--- src/rtl/fir_pkg.sv ---
// Shared sizing and arithmetic helpers for the configurable N-tap FIR filter.
// Helpers work on 64-bit signed values; callers size-cast to their own widths.
package fir_pkg;

  function automatic int acc_w(input int dw, input int cw, input int taps);
    return dw + cw + $clog2(taps);
  endfunction

  // Half-LSB offset added before the arithmetic shift (round-half-up).
  function automatic logic signed [63:0] round_const(input int unsigned shift);
    return (shift == 0) ? 64'sd0 : (64'sd1 <<< (shift - 1));
  endfunction

  function automatic logic [63:0] approx_mask(input int unsigned lsb);
    return ~((64'd1 << lsb) - 64'd1);
  endfunction

  function automatic logic signed [63:0] sat_clip(input  logic signed [63:0] r,
                                                  input  int unsigned        dw,
                                                  output logic               ovf);
    logic signed [63:0] hi;
    logic signed [63:0] lo;
    hi  = (64'sd1 <<< (dw - 1)) - 64'sd1;
    lo  = -(64'sd1 <<< (dw - 1));
    ovf = 1'b0;
    sat_clip = r;
    if (r > hi) begin
      sat_clip = hi;
      ovf      = 1'b1;
    end else if (r < lo) begin
      sat_clip = lo;
      ovf      = 1'b1;
    end
  endfunction

endpackage

--- src/rtl/fir_coef_bank.sv ---
// Coefficient register file: identity reset (c[0] = 1.0), synchronous write,
// out-of-range writes dropped, all taps presented on one flat bus.
module fir_coef_bank #(
  parameter int COEF_W    = 16,
  parameter int TAPS      = 3,
  parameter int OUT_SHIFT = 14
) (
  input  logic                       clk,
  input  logic                       rstN,
  input  logic                       coef_we,
  input  logic [$clog2(TAPS)-1:0]    coef_addr,
  input  logic [COEF_W-1:0]          coef_data,
  output logic [TAPS*COEF_W-1:0]     coef_bus
);

  localparam logic [COEF_W-1:0] C0_ID = COEF_W'(1) << OUT_SHIFT;

  logic [COEF_W-1:0] c [TAPS];

  always_ff @(posedge clk) begin
    if (!rstN) begin
      for (int unsigned k = 0; k < TAPS; k++) begin
        c[k] <= (k == 0) ? C0_ID : '0;
      end
    end else if (coef_we && (int'(coef_addr) < TAPS)) begin
      c[coef_addr] <= coef_data;
    end
  end

  always_comb begin
    coef_bus = '0;
    for (int unsigned k = 0; k < TAPS; k++) begin
      coef_bus[k*COEF_W +: COEF_W] = c[k];
    end
  end

endmodule

--- src/rtl/fir_ntap_cfg.sv ---
// Parametrised direct-form FIR: multiply stage, sum stage, round/saturate
// output register. Valid-qualified with bubbles; coefficients loadable at run time.
module fir_ntap_cfg
  import fir_pkg::*;
#(
  parameter int DATA_W     = 16,
  parameter int COEF_W     = 16,
  parameter int TAPS       = 3,
  parameter int OUT_SHIFT  = 14,
  parameter int APPROX_LSB = 4
) (
  input  logic                     clk,
  input  logic                     rstN,
  input  logic                     in_valid,
  input  logic signed [DATA_W-1:0] x,
  input  logic                     coef_we,
  input  logic [$clog2(TAPS)-1:0]  coef_addr,
  input  logic signed [COEF_W-1:0] coef_data,
  input  logic                     approx_en,
  output logic                     out_valid,
  output logic signed [DATA_W-1:0] y,
  output logic                     sat_flag
);

  localparam int PROD_W = DATA_W + COEF_W;
  localparam int ACC_W  = acc_w(DATA_W, COEF_W, TAPS);
  localparam logic signed [63:0]  RND  = round_const(OUT_SHIFT);
  localparam logic [PROD_W-1:0]   MASK = PROD_W'(approx_mask(APPROX_LSB));

  logic [TAPS*COEF_W-1:0]    coef_bus;
  logic signed [DATA_W-1:0]  dly    [TAPS-1];
  logic signed [DATA_W-1:0]  xtap   [TAPS];
  logic signed [COEF_W-1:0]  cf     [TAPS];
  logic signed [PROD_W-1:0]  prod_m [TAPS];
  logic signed [PROD_W-1:0]  p      [TAPS];
  logic                      v1;
  logic                      v2;
  logic signed [ACC_W-1:0]   acc_c;
  logic signed [ACC_W-1:0]   acc_q;
  logic signed [63:0]        acc_ext;
  logic signed [63:0]        rnd_sh;
  logic signed [63:0]        clip64;
  logic signed [DATA_W-1:0]  y_c;
  logic                      ovf_c;

  // A write in the same cycle as an accepted sample lands after the multiply
  // has already used the old coefficient, since both read the registered bank.
  fir_coef_bank #(
    .COEF_W    (COEF_W),
    .TAPS      (TAPS),
    .OUT_SHIFT (OUT_SHIFT)
  ) u_coef_bank (
    .clk       (clk),
    .rstN      (rstN),
    .coef_we   (coef_we),
    .coef_addr (coef_addr),
    .coef_data (coef_data),
    .coef_bus  (coef_bus)
  );

  always_comb begin
    for (int unsigned k = 0; k < TAPS; k++) begin
      xtap[k]   = (k == 0) ? x : dly[k-1];
      cf[k]     = coef_bus[k*COEF_W +: COEF_W];
      prod_m[k] = PROD_W'(xtap[k]) * PROD_W'(cf[k]);
      if (approx_en) begin
        prod_m[k] = prod_m[k] & MASK;
      end
    end
  end

  always_comb begin
    acc_c = '0;
    for (int unsigned k = 0; k < TAPS; k++) begin
      acc_c = acc_c + ACC_W'(p[k]);
    end
  end

  always_comb begin
    acc_ext = 64'(acc_q);
    rnd_sh  = (acc_ext + RND) >>> OUT_SHIFT;
    ovf_c   = 1'b0;
    clip64  = sat_clip(rnd_sh, DATA_W, ovf_c);
    y_c     = DATA_W'(clip64);
  end

  always_ff @(posedge clk) begin
    if (!rstN) begin
      for (int unsigned k = 0; k < TAPS - 1; k++) begin
        dly[k] <= '0;
      end
      for (int unsigned k = 0; k < TAPS; k++) begin
        p[k] <= '0;
      end
      v1        <= 1'b0;
      v2        <= 1'b0;
      acc_q     <= '0;
      out_valid <= 1'b0;
      y         <= '0;
      sat_flag  <= 1'b0;
    end else begin
      v1 <= in_valid;
      if (in_valid) begin
        dly[0] <= x;
        for (int unsigned k = 1; k < TAPS - 1; k++) begin
          dly[k] <= dly[k-1];
        end
        for (int unsigned k = 0; k < TAPS; k++) begin
          p[k] <= prod_m[k];
        end
      end
      v2 <= v1;
      if (v1) begin
        acc_q <= acc_c;
      end
      out_valid <= v2;
      if (v2) begin
        y        <= y_c;
        sat_flag <= ovf_c;
      end
    end
  end

endmodule
--- config.mk ---
export PLATFORM = sky130hd
export DESIGN_NAME = fir_ntap_cfg
export DESIGN_NICKNAME = d
export VERILOG_FILES = /design/src/rtl/fir_pkg.sv /design/src/rtl/fir_coef_bank.sv /design/src/rtl/fir_ntap_cfg.sv
export SDC_FILE = /design/constraint.sdc
export NUM_CORES = 2
export LEC_CHECK = 0
export ABC_AREA = 1
export CORE_MARGIN = 10
export CORE_UTILIZATION = 40
export CTS_CLUSTER_DIAMETER = 200
export DETAILED_ROUTE_END_ITERATION = 7
export GPL_ROUTABILITY_DRIVEN = 1
export PLACE_DENSITY = 0.54
export SLEW_MARGIN = 10
export SYNTH_ARGS = -nofsm -noshare
export SYNTH_HDL_FRONTEND = slang
export SYNTH_SLANG_ARGS = --single-unit
--- constraint.sdc ---
create_clock -name clk -period 18.84 [get_ports clk]
set_input_delay 2.826 -clock clk [delete_from_list [all_inputs] [get_ports clk]]
set_output_delay 2.826 -clock clk [all_outputs]
set_load 0.01 [all_outputs]
==> reports/metrics.csv <==
metric;value;unit
clk_skew;0.0221;ns
Reg2Reg Depth;20;
number of synthesized flops with an enable pin;176;
CP Launch Type;primary input;
gr usage total;0.202;
post-synth top area share;0.392;
via count;31188;
adder-cell area share of the yosys netlist;0.476;
post-synth cell types;46;
DIE HEIGHT;343;um
clk sinks;217;
Avg Cell Area, Syn;8.12;um^2
die area;0.118;mm^2
Data required, critical path;19.15;ns
crit end category;register;
Synthesized Nets;6271;
#FFs+latches synth;217;
Max H-tree Level;1;
CP Launch Point;x[15];
largest net degree at the start of global routing;72;
clk root buf;clkbuf_16;
IO buf count;56;
post-synthesis mux area share;0;
R2R Path Start;u_coef_bank.c[2][1]$_SDFFCE_PN0P_;
layout cells sized above 1;0.0221;
Top Ports;57;
Setup Buffers After CTS;0;
Slew Viols, Final;0;
drt drc;0;
CTS tree;done;
Starting Density;0.403;
TritonCTS Buffers;28;
initial antenna violation count;3;
Max Cap Viol;0;
largest family of logic cells by synthesized area;adder cells;
fin nets;6172;
FP Rows;118;
Setup CP Type;primary input to register;
first-pass GRT wire length;186000;um
Via density;4.84;
Iter 0 DRT Violations;2040;
status;completed;
post-synthesis xor/xnor area fraction;0.00924;
Mapped Cells;5136;
hold bufs inserted after CTS;0;
Worst Setup EP;p[0][29]$_SDFFCE_PN0P_;
drt pass-1 iters;5;
top cells by area, synth;fa_1, inv_1, edfxtp_1;
Yosys top cell by area;fa_1;
top_reg_cell synth;edfxtp_1;
Hold Fails Final Rpt;0;
routed length per instance;18.2;um
part of the Yosys area used for sequential elements;0.146;
Worst Hold Class;register to register;
fmax;115;MHz
Async SR Flop Fraction;0;
WP data arrival;9.03;ns
Reg2Reg Setup Slack;11.82;ns
width of the die;343;um
post-route setup TNS;0;ns
DPL Wire Length;96000;um
Post-Synth Simple-Gate Area;0.153;
GR Overflow Total;0;
GP Congestion;0.893;
RSZ-0062 raised after global routing;false;
Area Overhead vs Synth;6.08;%
Setup Viol. Count Final;0;
clock insertion delay at the later pin of the skew report;0.59;ns
Reg2Reg Capture Point;p[0][91]$_SDFFCE_PN0P_;
max_slew headroom;0.230;
post-synthesis compound-gate area fraction;0.0640;
Inserted Diodes;0;
worst-margin pin slew;1.16;ns
Core Region;0.103;mm^2
Synth Cell Area;0.0417;mm^2
Hold Startpoint;y[0]$_SDFFE_PN0P_;
vias in the first global route;32765;
synth warn;0;
Reg clk slew, reported paths;0.06;ns
Routed WL;117000;um
Final Cycle Share;0.463;
fillers;10557;
Period minus WS final;8.72;ns
hold path cells;2;
critical path peak fanout;17;
clk buf depth;3;
number of antenna-violating nets in the routed design;0;
Post-CTS Resized;0;
layout by cell type, fill, tap and decap left out, types with 3 or more instances in the layout:
master           instances
clkbuf_1                 3
xor2_1                  17
clkdlybuf4s50_1         56
a31oi_1                 13
and2_1                   4
inv_1                 1467
edfxtp_1               176
fa_1                   817
clkinv_1                 8
a21oi_1                207
ha_1                   279
o21ai_0                147
a21oi_2                 10
o21a_1                  26
buf_4                   26
nor3_1                  20
nor2_1                 351
inv_6                    3
inv_2                    4
xnor2_1                 27
clkbuf_16               28
dfxtp_1                 41
o211ai_1                 6
o21bai_1                16
a21o_1                  20
or2_2                   11
o21ai_1                  6
nand4_1                 24
a221oi_1                 6
nor2_2                   8
a21boi_0                 4
nor4_1                   5
nand2_2                  5
nand2_1               1109
clkinv_4                 4
clkinv_2                 5
nand3_1                 80
flip-flops by register name, indices dropped and copies added, names as in the netlist:
register,cells
y,16
acc_q,21
sat_flag,1
p,96
v2,1
out_valid,1
v1,1
u_coef_bank.c,48
dly,32
cells by family after synthesis:
logic type	count (synthesis)
compound gates	473
xor+xnor	44
fa+ha+maj	1096
buf+inv	1683
flops	217
simple gates	1623
synthesized netlist by cell type, types with 2 or more instances:
cell type / count
ha_1: 279
and2_1: 4
nand2_1: 1110
nor2_1: 351
o21a_1: 26
a21boi_1: 2
a31oi_1: 13
nand4_1: 24
buf_1: 2
and3_1: 2
o211ai_1: 6
nand3_1: 80
dfxtp_1: 41
o21bai_1: 16
a21oi_2: 10
o21ai_1: 6
xor2_1: 17
nand3b_1: 2
inv_2: 3
a31o_2: 2
or2_2: 12
xnor2_1: 27
a211oi_1: 2
a21o_1: 20
a221oi_1: 6
nor4_1: 5
nand2_2: 4
edfxtp_1: 176
nor2_2: 8
a21boi_0: 4
nor3_1: 20
inv_1: 1467
clkinv_1: 2
o21ai_0: 147
clkbuf_1: 207
a21oi_1: 207
fa_1: 817
how the worst min path moves through the flow:
stage	endpoint	slack, ns
2_1_floorplan	out_valid$_SDFF_PN0_	0.49
3_3_place_gp	y[0]$_SDFFE_PN0P_	0.46
3_5_place_dp	y[15]$_SDFFE_PN0P_	0.46
4_1_cts	y[15]$_SDFFE_PN0P_	0.47
5_1_grt	y[0]$_SDFFE_PN0P_	0.49
6_report	y[0]$_SDFFE_PN0P_	0.47
per-layer routing:
layer,GRT usage,vias up,share of wire
li1,-,14761,-
met1,0.279,15447,0.44
met3,0.0280,158,0.060
met5,0,-,0.00023
met4,0.0530,4,0.030
met2,0.331,818,0.47
area by class of cell:
cell class | instances | area, um^2 | share of cell area
Multi-Input combinational cell | 3236 | 29300 | 0.662
Clock buffer | 31 | 712 | 0.0161
Timing Repair Buffer | 82 | 756 | 0.0171
Inverter | 1472 | 5530 | 0.125
Sequential cell | 217 | 6110 | 0.138
Tap cell | 1380 | 1730 | 0.0390
Clock inverter | 21 | 150 | 0.00339
worst max-delay path: stages:
cell and delay, ns:
clkdlybuf4s50_1 0.95, nand2_1 0.21, inv_1 0.17, fa_1 0.54, fa_1 0.89, fa_1 0.53, fa_1 0.51, fa_1 0.49
inv_1 0.05, fa_1 0.47, inv_1 0.04, ha_1 0.33, a21oi_1 0.20, o21ai_0 0.14, a211oi_1 0.27, nand3_1 0.18
o21ai_0 0.18, a21oi_1 0.06
per-stage QoR:
step	hold WS [ns]	instances	cell area (um^2)	setup WS (ns)	util
6_report	0.468	6439	44300	10.12	0.428
5_1_grt	0.494	6439	44300	9.68	0.428
4_1_cts	0.470	6439	44300	10.13	0.428
3_5_place_dp	0.460	6387	43400	9.53	0.419
3_3_place_gp	0.457	6387	43400	9.62	0.419
2_1_floorplan	0.488	5136	41700	10.68	-
Power is not shown: default switching activity piles up to over one toggle a cycle in this logic, so the estimate is an artifact.
